[src/rtl/bytecode_sequencer.sv]
// Bytecode sequencer: fetches opcode/argument bytes from program memory, issues
// UNARY/BINARY operations to an external combinational ALU, and handles JMP/HALT.
module bytecode_sequencer #(
    parameter int unsigned          DATA_W     = 8,
    parameter int unsigned          ADDR_W     = 10,
    parameter int unsigned          OP_W       = 6,
    parameter logic [ADDR_W-1:0]    START_ADDR = '0
) (
    input  logic              clk,
    input  logic              rst,
    input  logic              start,
    output logic [ADDR_W-1:0] mem_addr,
    input  logic [DATA_W-1:0] mem_rdata,
    output logic [OP_W-1:0]   alu_op,
    output logic [DATA_W-1:0] alu_a,
    output logic [DATA_W-1:0] alu_b,
    output logic              alu_valid,
    input  logic [DATA_W-1:0] alu_result,
    output logic [DATA_W-1:0] result,
    output logic              result_valid,
    output logic              running,
    output logic              halted,
    output logic              error,
    output logic [ADDR_W-1:0] pc
);

    typedef enum logic [2:0] {IDLE, ADDR, DATA, EXEC, HALT, ERR} state_e;

    localparam logic [DATA_W-1:0] OPC_UNARY  = DATA_W'(8'h01);
    localparam logic [DATA_W-1:0] OPC_BINARY = DATA_W'(8'h02);
    localparam logic [DATA_W-1:0] OPC_JMP    = DATA_W'(8'h03);
    localparam logic [DATA_W-1:0] OPC_HALT   = DATA_W'(8'hFF);

    state_e              state_q, state_d;
    logic [ADDR_W-1:0]   pc_q, pc_d;
    logic [1:0]          idx_q, idx_d;
    logic [DATA_W-1:0]   opc_q, opc_d;
    logic [DATA_W-1:0]   lo_q, lo_d;
    logic [OP_W-1:0]     op_q, op_d;
    logic [DATA_W-1:0]   a_q, a_d;
    logic [DATA_W-1:0]   b_q, b_d;
    logic [DATA_W-1:0]   result_q, result_d;
    logic                rv_q, rv_d;
    logic [2*DATA_W-1:0] jmp_tgt;

    always_ff @(posedge clk) begin
        if (rst) begin
            state_q  <= IDLE;
            pc_q     <= '0;
            idx_q    <= '0;
            opc_q    <= '0;
            lo_q     <= '0;
            op_q     <= '0;
            a_q      <= '0;
            b_q      <= '0;
            result_q <= '0;
            rv_q     <= 1'b0;
        end else begin
            state_q  <= state_d;
            pc_q     <= pc_d;
            idx_q    <= idx_d;
            opc_q    <= opc_d;
            lo_q     <= lo_d;
            op_q     <= op_d;
            a_q      <= a_d;
            b_q      <= b_d;
            result_q <= result_d;
            rv_q     <= rv_d;
        end
    end

    // idx_q counts the byte position within the current instruction (0 = opcode).
    always_comb begin
        state_d  = state_q;
        pc_d     = pc_q;
        idx_d    = idx_q;
        opc_d    = opc_q;
        lo_d     = lo_q;
        op_d     = op_q;
        a_d      = a_q;
        b_d      = b_q;
        result_d = result_q;
        rv_d     = 1'b0;
        jmp_tgt  = {mem_rdata, lo_q};
        unique case (state_q)
            IDLE, HALT, ERR: begin
                if (start) begin
                    pc_d    = START_ADDR;
                    idx_d   = '0;
                    state_d = ADDR;
                end
            end
            ADDR: state_d = DATA;
            DATA: begin
                pc_d    = pc_q + ADDR_W'(1);
                idx_d   = idx_q + 2'd1;
                state_d = ADDR;
                unique case (idx_q)
                    2'd0: begin
                        opc_d = mem_rdata;
                        if (mem_rdata == OPC_HALT) begin
                            state_d = HALT;
                        end else if (mem_rdata != OPC_UNARY && mem_rdata != OPC_BINARY &&
                                     mem_rdata != OPC_JMP) begin
                            state_d = ERR;
                        end
                    end
                    2'd1: begin
                        if (opc_q == OPC_JMP) begin
                            lo_d = mem_rdata;
                        end else begin
                            op_d = OP_W'(mem_rdata);
                            if (opc_q == OPC_UNARY) begin
                                b_d = '0;
                            end
                        end
                    end
                    2'd2: begin
                        if (opc_q == OPC_JMP) begin
                            pc_d  = ADDR_W'(jmp_tgt);
                            idx_d = '0;
                        end else begin
                            a_d = mem_rdata;
                            if (opc_q == OPC_UNARY) begin
                                state_d = EXEC;
                            end
                        end
                    end
                    default: begin
                        b_d     = mem_rdata;
                        state_d = EXEC;
                    end
                endcase
            end
            EXEC: begin
                result_d = alu_result;
                rv_d     = 1'b1;
                idx_d    = '0;
                state_d  = ADDR;
            end
            default: state_d = IDLE;
        endcase
    end

    always_comb begin
        running   = 1'b0;
        alu_valid = 1'b0;
        halted    = 1'b0;
        error     = 1'b0;
        unique case (state_q)
            ADDR, DATA: running = 1'b1;
            EXEC: begin
                running   = 1'b1;
                alu_valid = 1'b1;
            end
            HALT:    halted = 1'b1;
            ERR:     error  = 1'b1;
            default: ;
        endcase
    end

    assign mem_addr     = pc_q;
    assign pc           = pc_q;
    assign alu_op       = op_q;
    assign alu_a        = a_q;
    assign alu_b        = b_q;
    assign result       = result_q;
    assign result_valid = rv_q;

endmodule

[config.mk]
export PLATFORM = sky130hd
export DESIGN_NAME = bytecode_sequencer
export DESIGN_NICKNAME = d
export VERILOG_FILES = /design/src/rtl/bytecode_sequencer.sv
export SDC_FILE = /design/constraint.sdc
export NUM_CORES = 1
export LEC_CHECK = 0
export ABC_AREA = 1
export ABC_CLOCK_PERIOD_IN_PS = 1400
export CORE_MARGIN = 5
export CORE_UTILIZATION = 44
export DETAILED_ROUTE_END_ITERATION = 6
export PLACE_DENSITY = 0.79
export SYNTH_ARGS = -nofsm -noshare
export SYNTH_HDL_FRONTEND = slang
export SYNTH_SLANG_ARGS = --single-unit
[constraint.sdc]
create_clock -name clk -period 1.4 [get_ports clk]
set_input_delay 0.28 -clock clk [delete_from_list [all_inputs] [get_ports clk]]
set_output_delay 0.28 -clock clk [all_outputs]
set_load 0.05 [all_outputs]
After elaboration in Yosys (flattened, before gate mapping)
Index checks and enable logic that the tools add are counted.
{"block": "op_classes", "n_addsub": 2, "eq_ne": 16, "n_mux": 22, "bitwise_logic": 2, "n_reduce_logical": 16}
{"cell": "$mux W10", "count": 3}
{"cell": "$pmux W10 S2", "count": 1}
{"cell": "$mux W8", "count": 2}
{"cell": "$ne A8 B2 Y1 const B", "count": 2}
{"cell": "$pmux W8 S2", "count": 1}
{"cell": "$pmux W3 S4", "count": 1}
{"cell": "$add A10 B1 Y10 const B", "count": 1}
{"cell": "$mux W2", "count": 5}
{"cell": "$mux W3", "count": 3}
{"cell": "$pmux W3 S3", "count": 1}
{"cell": "$reduce_and A3 Y1", "count": 3}
{"cell": "$eq A8 B1 Y1 const B", "count": 1}
{"cell": "$eq A8 B2 Y1 const B", "count": 1}
{"cell": "$eq A8 B8 Y1 const B", "count": 1}
{"cell": "$ne A8 B1 Y1 const B", "count": 1}
{"cell": "$eq A3 B2 Y1 const B", "count": 2}
{"cell": "$eq A3 B3 Y1 const B", "count": 2}
{"cell": "$ne A2 B2 Y1 const B", "count": 3}
{"cell": "$pmux W2 S3", "count": 1}
{"cell": "$reduce_and A2 Y1", "count": 3}
{"cell": "$reduce_or A3 Y1", "count": 2}
{"cell": "$mux W1", "count": 4}
{"cell": "$reduce_and A4 Y1", "count": 1}
{"cell": "$eq A3 B1 Y1 const B", "count": 1}
{"cell": "10 further kinds", "count": 12}
{"block": "word_totals", "register_bits": 62, "inputBits": 19, "output_inout_bits": 55, "word_cells": 68}

Longest topological paths before layout
{"block": "depth", "ltp_word": 7, "depth_mapped": 10, "ltp_nobuf": 9}

Worst setup path before layout
OpenSTA, ideal clock, no wires.
{"block": "synth_timing", "kind": "reg-to-reg", "startpoint": "register pc_q[0] (netlist: mem_addr[0])", "endpoint": "register pc_q[4] (netlist: mem_addr[4])", "setup_time_ns": 0.132, "arrival_time_ns": 1.588, "setup_slack_ns": -0.320, "path_stages_with_launch": 8, "synth_period_minus_slack_ns": 1.720, "cell_sequence": "dfxtp_1 > ha_1 > inv_1 > nor2_1 > xnor2_1 > nand2_1 > nand3_1 > a21oi_1"}
{"block": "synth_via", "elab_chain_cells": 4}
{"item": "start: declaration", "line_no": "35", "source": "logic [ADDR_W-1:0] pc_q, pc_d;"}
{"item": "start signal: assignment", "line_no": "60", "source": "pc_q <= pc_d;"}
{"item": "$add A10 B1 Y10 (*)", "line_no": "95", "source": "pc_d = pc_q + ADDR_W'(1);"}
{"item": "$mux W10", "line_no": "119", "source": "if (opc_q == OPC_JMP) begin"}
{"item": "$mux W10 (*)", "line_no": "98", "source": "unique case (idx_q)"}
{"item": "$pmux W10 S2 (*)", "line_no": "85", "source": "unique case (state_q)"}
Mark *: on every way between the ends. The rest lies on a longest branch, timed or not.
A chain may end at the register's enable or synchronous reset.

Worst setup path after layout
{"block": "layout_timing", "startpoint": "register opc_q[0]", "endpoint": "register state_q[1]"}
{"block": "layout_via", "elab_chain_cells": 5, "elab_cells_between_ends": 6}
{"item": "start: declaration", "line_no": "37", "source": "logic [DATA_W-1:0] opc_q, opc_d;"}
{"item": "start signal: assignment", "line_no": "62", "source": "opc_q <= opc_d;"}
{"item": "$eq A8 B1 Y1", "line_no": "124", "source": "if (opc_q == OPC_UNARY) begin"}
{"item": "$mux W2", "line_no": "124"}
{"item": "$mux W2 (*)", "line_no": "119"}
{"item": "$pmux W3 S3 (*)", "line_no": "98"}
{"item": "$pmux W3 S4 (*)", "line_no": "85"}
{"item": "end signal: assignment", "line_no": "59", "source": "state_q <= state_d;"}
{"item": "end: declaration", "line_no": "34", "source": "state_e state_q, state_d;"}
Marked as above.

==> impl_metrics.toml <==
[run_status]
status = "finished, violations left"
violations = "setup timing"

[synth]
synth_top_cell_by_area = "dfxtp_1"
netlist_area_sq_mm = 0.00292
syn_nets = 426
synthTopCellsByCount = "nand2_1, dfxtp_1, nor2_1, a21oi_1, inv_1"
synth-edff-count = 0
seq_area_frac_synth_pct = 42.4
synth_most_common_cell = "nand2_1"
yosysUniqueCellTypes = 33
yosys_warnings = 0
yosysTopAreaCellShare_pct = 42.4
synthCells = 402
synth.ff_latch_count = 62
avgSynthCellArea_sq_um = 7.27
yosys-top-cells-area = "dfxtp_1, nand2_1, a21oi_1"
synthArstFlopShare_pct = 0
synthFlopType = "dfxtp_1"

[timing]
max_freq_ghz = 0.662
rsz0062_at_grt = "yes"
finalClockSkew_ps = 12.3
relSlewSlack_pct = 72.5
fin_ws_ps = -111
setup_viol_count_final = 44
finalWorstPathRequiredPeriod_ps = 1510
drv_slew = 0
whs_ps = 519
min_period_over_period_pct = 108
final-hold-violation-count = 0
worstMarginPinSlew_ps = 409
setup_tns_ps = -2230

[route]
avgRoutedWirePerCell_um = 19.8
vias_per_cell = 5.67
num_vias = 3454
drtIter0Drc = 270
dr.pass1.iters = 5
route.detailed.drc = 0
routed_wl_um = 12000
drtAntennaViolNets = 0

[power_and_ir_drop]
power_density_mw_per_mm2 = 787
ir_worst_vdd_mv = 0.834
p_leak_nw = 2.14

[clock_network]
cts_hold_buf = 0
cts_tree = "yes"
htreeDepth = 3
clock_sinks = 62
cts.clk_slew.worst_paths_ps = 70
root_buffer = "clkbuf_8"
clock_latency_ps = 360
cts_buffer_depth = 2
cts_buffers = 9

[worst_setup_path]
worstSetupPathType = "reg -> reg"
cp-end-kind = "flip-flop"
start_kind = "flip-flop"
crit_fanout = 2
cp_data_required_time_ps = 1690
arrival_ps = 1800

[floorplanning]
std_cell_rows = 29
initial_core_util_pct = 45.5
io_pins = 74
dieHeight_um = 91.5
fp.coreArea_sq_mm = 0.00642
die_x_um = 91.5
dieArea_sq_mm = 0.00838

[placed_design]
dpl.hpwl_um = 6300
gp_congestion = 0.819
io_buffers = 73
dp.cells = 572

[layout]
final_cells = 609
area_delta_synth_final_pct = 88.9
antennaDiodeCount = 0
drive_above_1_share_pct = 50.8
multi_input_area_sq_mm = 0.00185
n_fill_cell = 280
fin_nets = 551
regArea_sq_mm = 0.00127
fin_util_pct = 86.0

[global_route]
overflow = 0
grt_max_degree = 43
grt_pass1_vias = 3253
grt_use_total_pct = 22.7
antenna_found_initial = 0
grt_pass1_wl_um = 15300

[run]
cap_violations = 0

[hold_path]
hp-class = "reg -> reg"
==> what timing repair did <==
| item | CTS | global route |
|---|---|---|
| gates cloned | 0 | 3 |
| setup buffers | 7 | 12 |
| setup endpoints to repair | 45 | 55 |
| gates resized for setup | 33 | 143 |
| pin swaps | 7 | 45 |
==> layout make-up <==
class / instances / share of cell area (%)
Tap cell: 77 / 1.74
Timing Repair inverter: 1 / 0.136
Sequential cell: 62 / 23.1
Clock buffer: 11 / 2.94
Clock inverter: 5 / 0.997
Timing Repair Buffer: 136 / 34.0
Multi-Input combinational cell: 273 / 33.6
Inverter: 44 / 3.53
==> per-layer routing <==
layer	vias to the layer above	part of all wire, %	GRT usage, %
met2	197	50	39.1
met4	0	5.5	10.7
met5	-	0	0
li1	1551	-	-
met3	58	7.8	7.60
met1	1648	37	25.0
==> per-stage QoR <==
stage | total power [W] | worst slack, ps | cell area [sq um]
floorplan | 0.00214 | 16.1 | 2950
global placement | 0.00242 | -148 | 4540
detailed placement | 0.00243 | -213 | 4540
CTS | 0.00413 | -79.9 | 4900
global route | 0.00447 | -153 | 5520
finish | 0.00435 | -111 | 5520
==> cell usage in the layout (no fill, tap or decap), drive strengths merged <==
cell type	n
o22ai	1
buf	117
nand2	80
nor4	1
nor2	54
clkdlybuf4s50	18
bufinv	1
o21ai	40
o211ai	1
nand3b	1
xnor2	3
a21oi	45
clkbuf	12
dfxtp	62
clkinv	3
nor3	4
inv	43
clkinvlp	3
nand3	33
o31ai	1
ha	5
nand4	4
==> worst max-delay path: stages (launching register included) <==
cell and delay (ps):
dfxtp_1 350, inv_1 80, nor3_1 330, nand2_1 190
nor3_1 310, nor2_1 90, nor2_1 90
==> final timing paths <==
| path | startpoint | to | slack (ps) | depth (start not counted) |
|---|---|---|---|---|
| worst min-delay path | alu_b[3] | alu_b[3] | 520 | 2 |
| worst min register to register | alu_b[3] | alu_b[3] | 520 | 2 |
| worst max-delay path | opc_q[0] | state_q[1] | -110 | 6 |
| worst max register to register | opc_q[0] | state_q[1] | -110 | 6 |
==> power breakdown <==
part,switching [W],internal (W)
Combinational,0.000440,0.000337
Sequential,0.0000378,0.00180
Clock,0.000767,0.000972
==> flip-flops by register name (all words and copies together) (netlist names) <==
| name | cells |
|---|---|
| lo_q | 8 |
| state_q | 3 |
| alu_b | 8 |
| alu_op | 6 |
| mem_addr | 10 |
| result_valid | 1 |
| idx_q | 2 |
| opc_q | 8 |
| alu_a | 8 |
| result | 8 |
==> cell families (layout without fill, tap and decap cells) <==
group | count (synthesis) | in the layout | share of synthesized area [%]
AO/OA/AOI/OAI | 88 | 88 | 16.7
XOR/XNOR | 3 | 3 | 0.899
adder cells (fa/ha/maj) | 5 | 5 | 2.14
buffers and inverters | 68 | 197 | 10.9
flip-flops | 62 | 62 | 42.4
AND/OR/NAND/NOR | 176 | 177 | 26.9
Note: power is estimated with default switching activity, not from simulation.
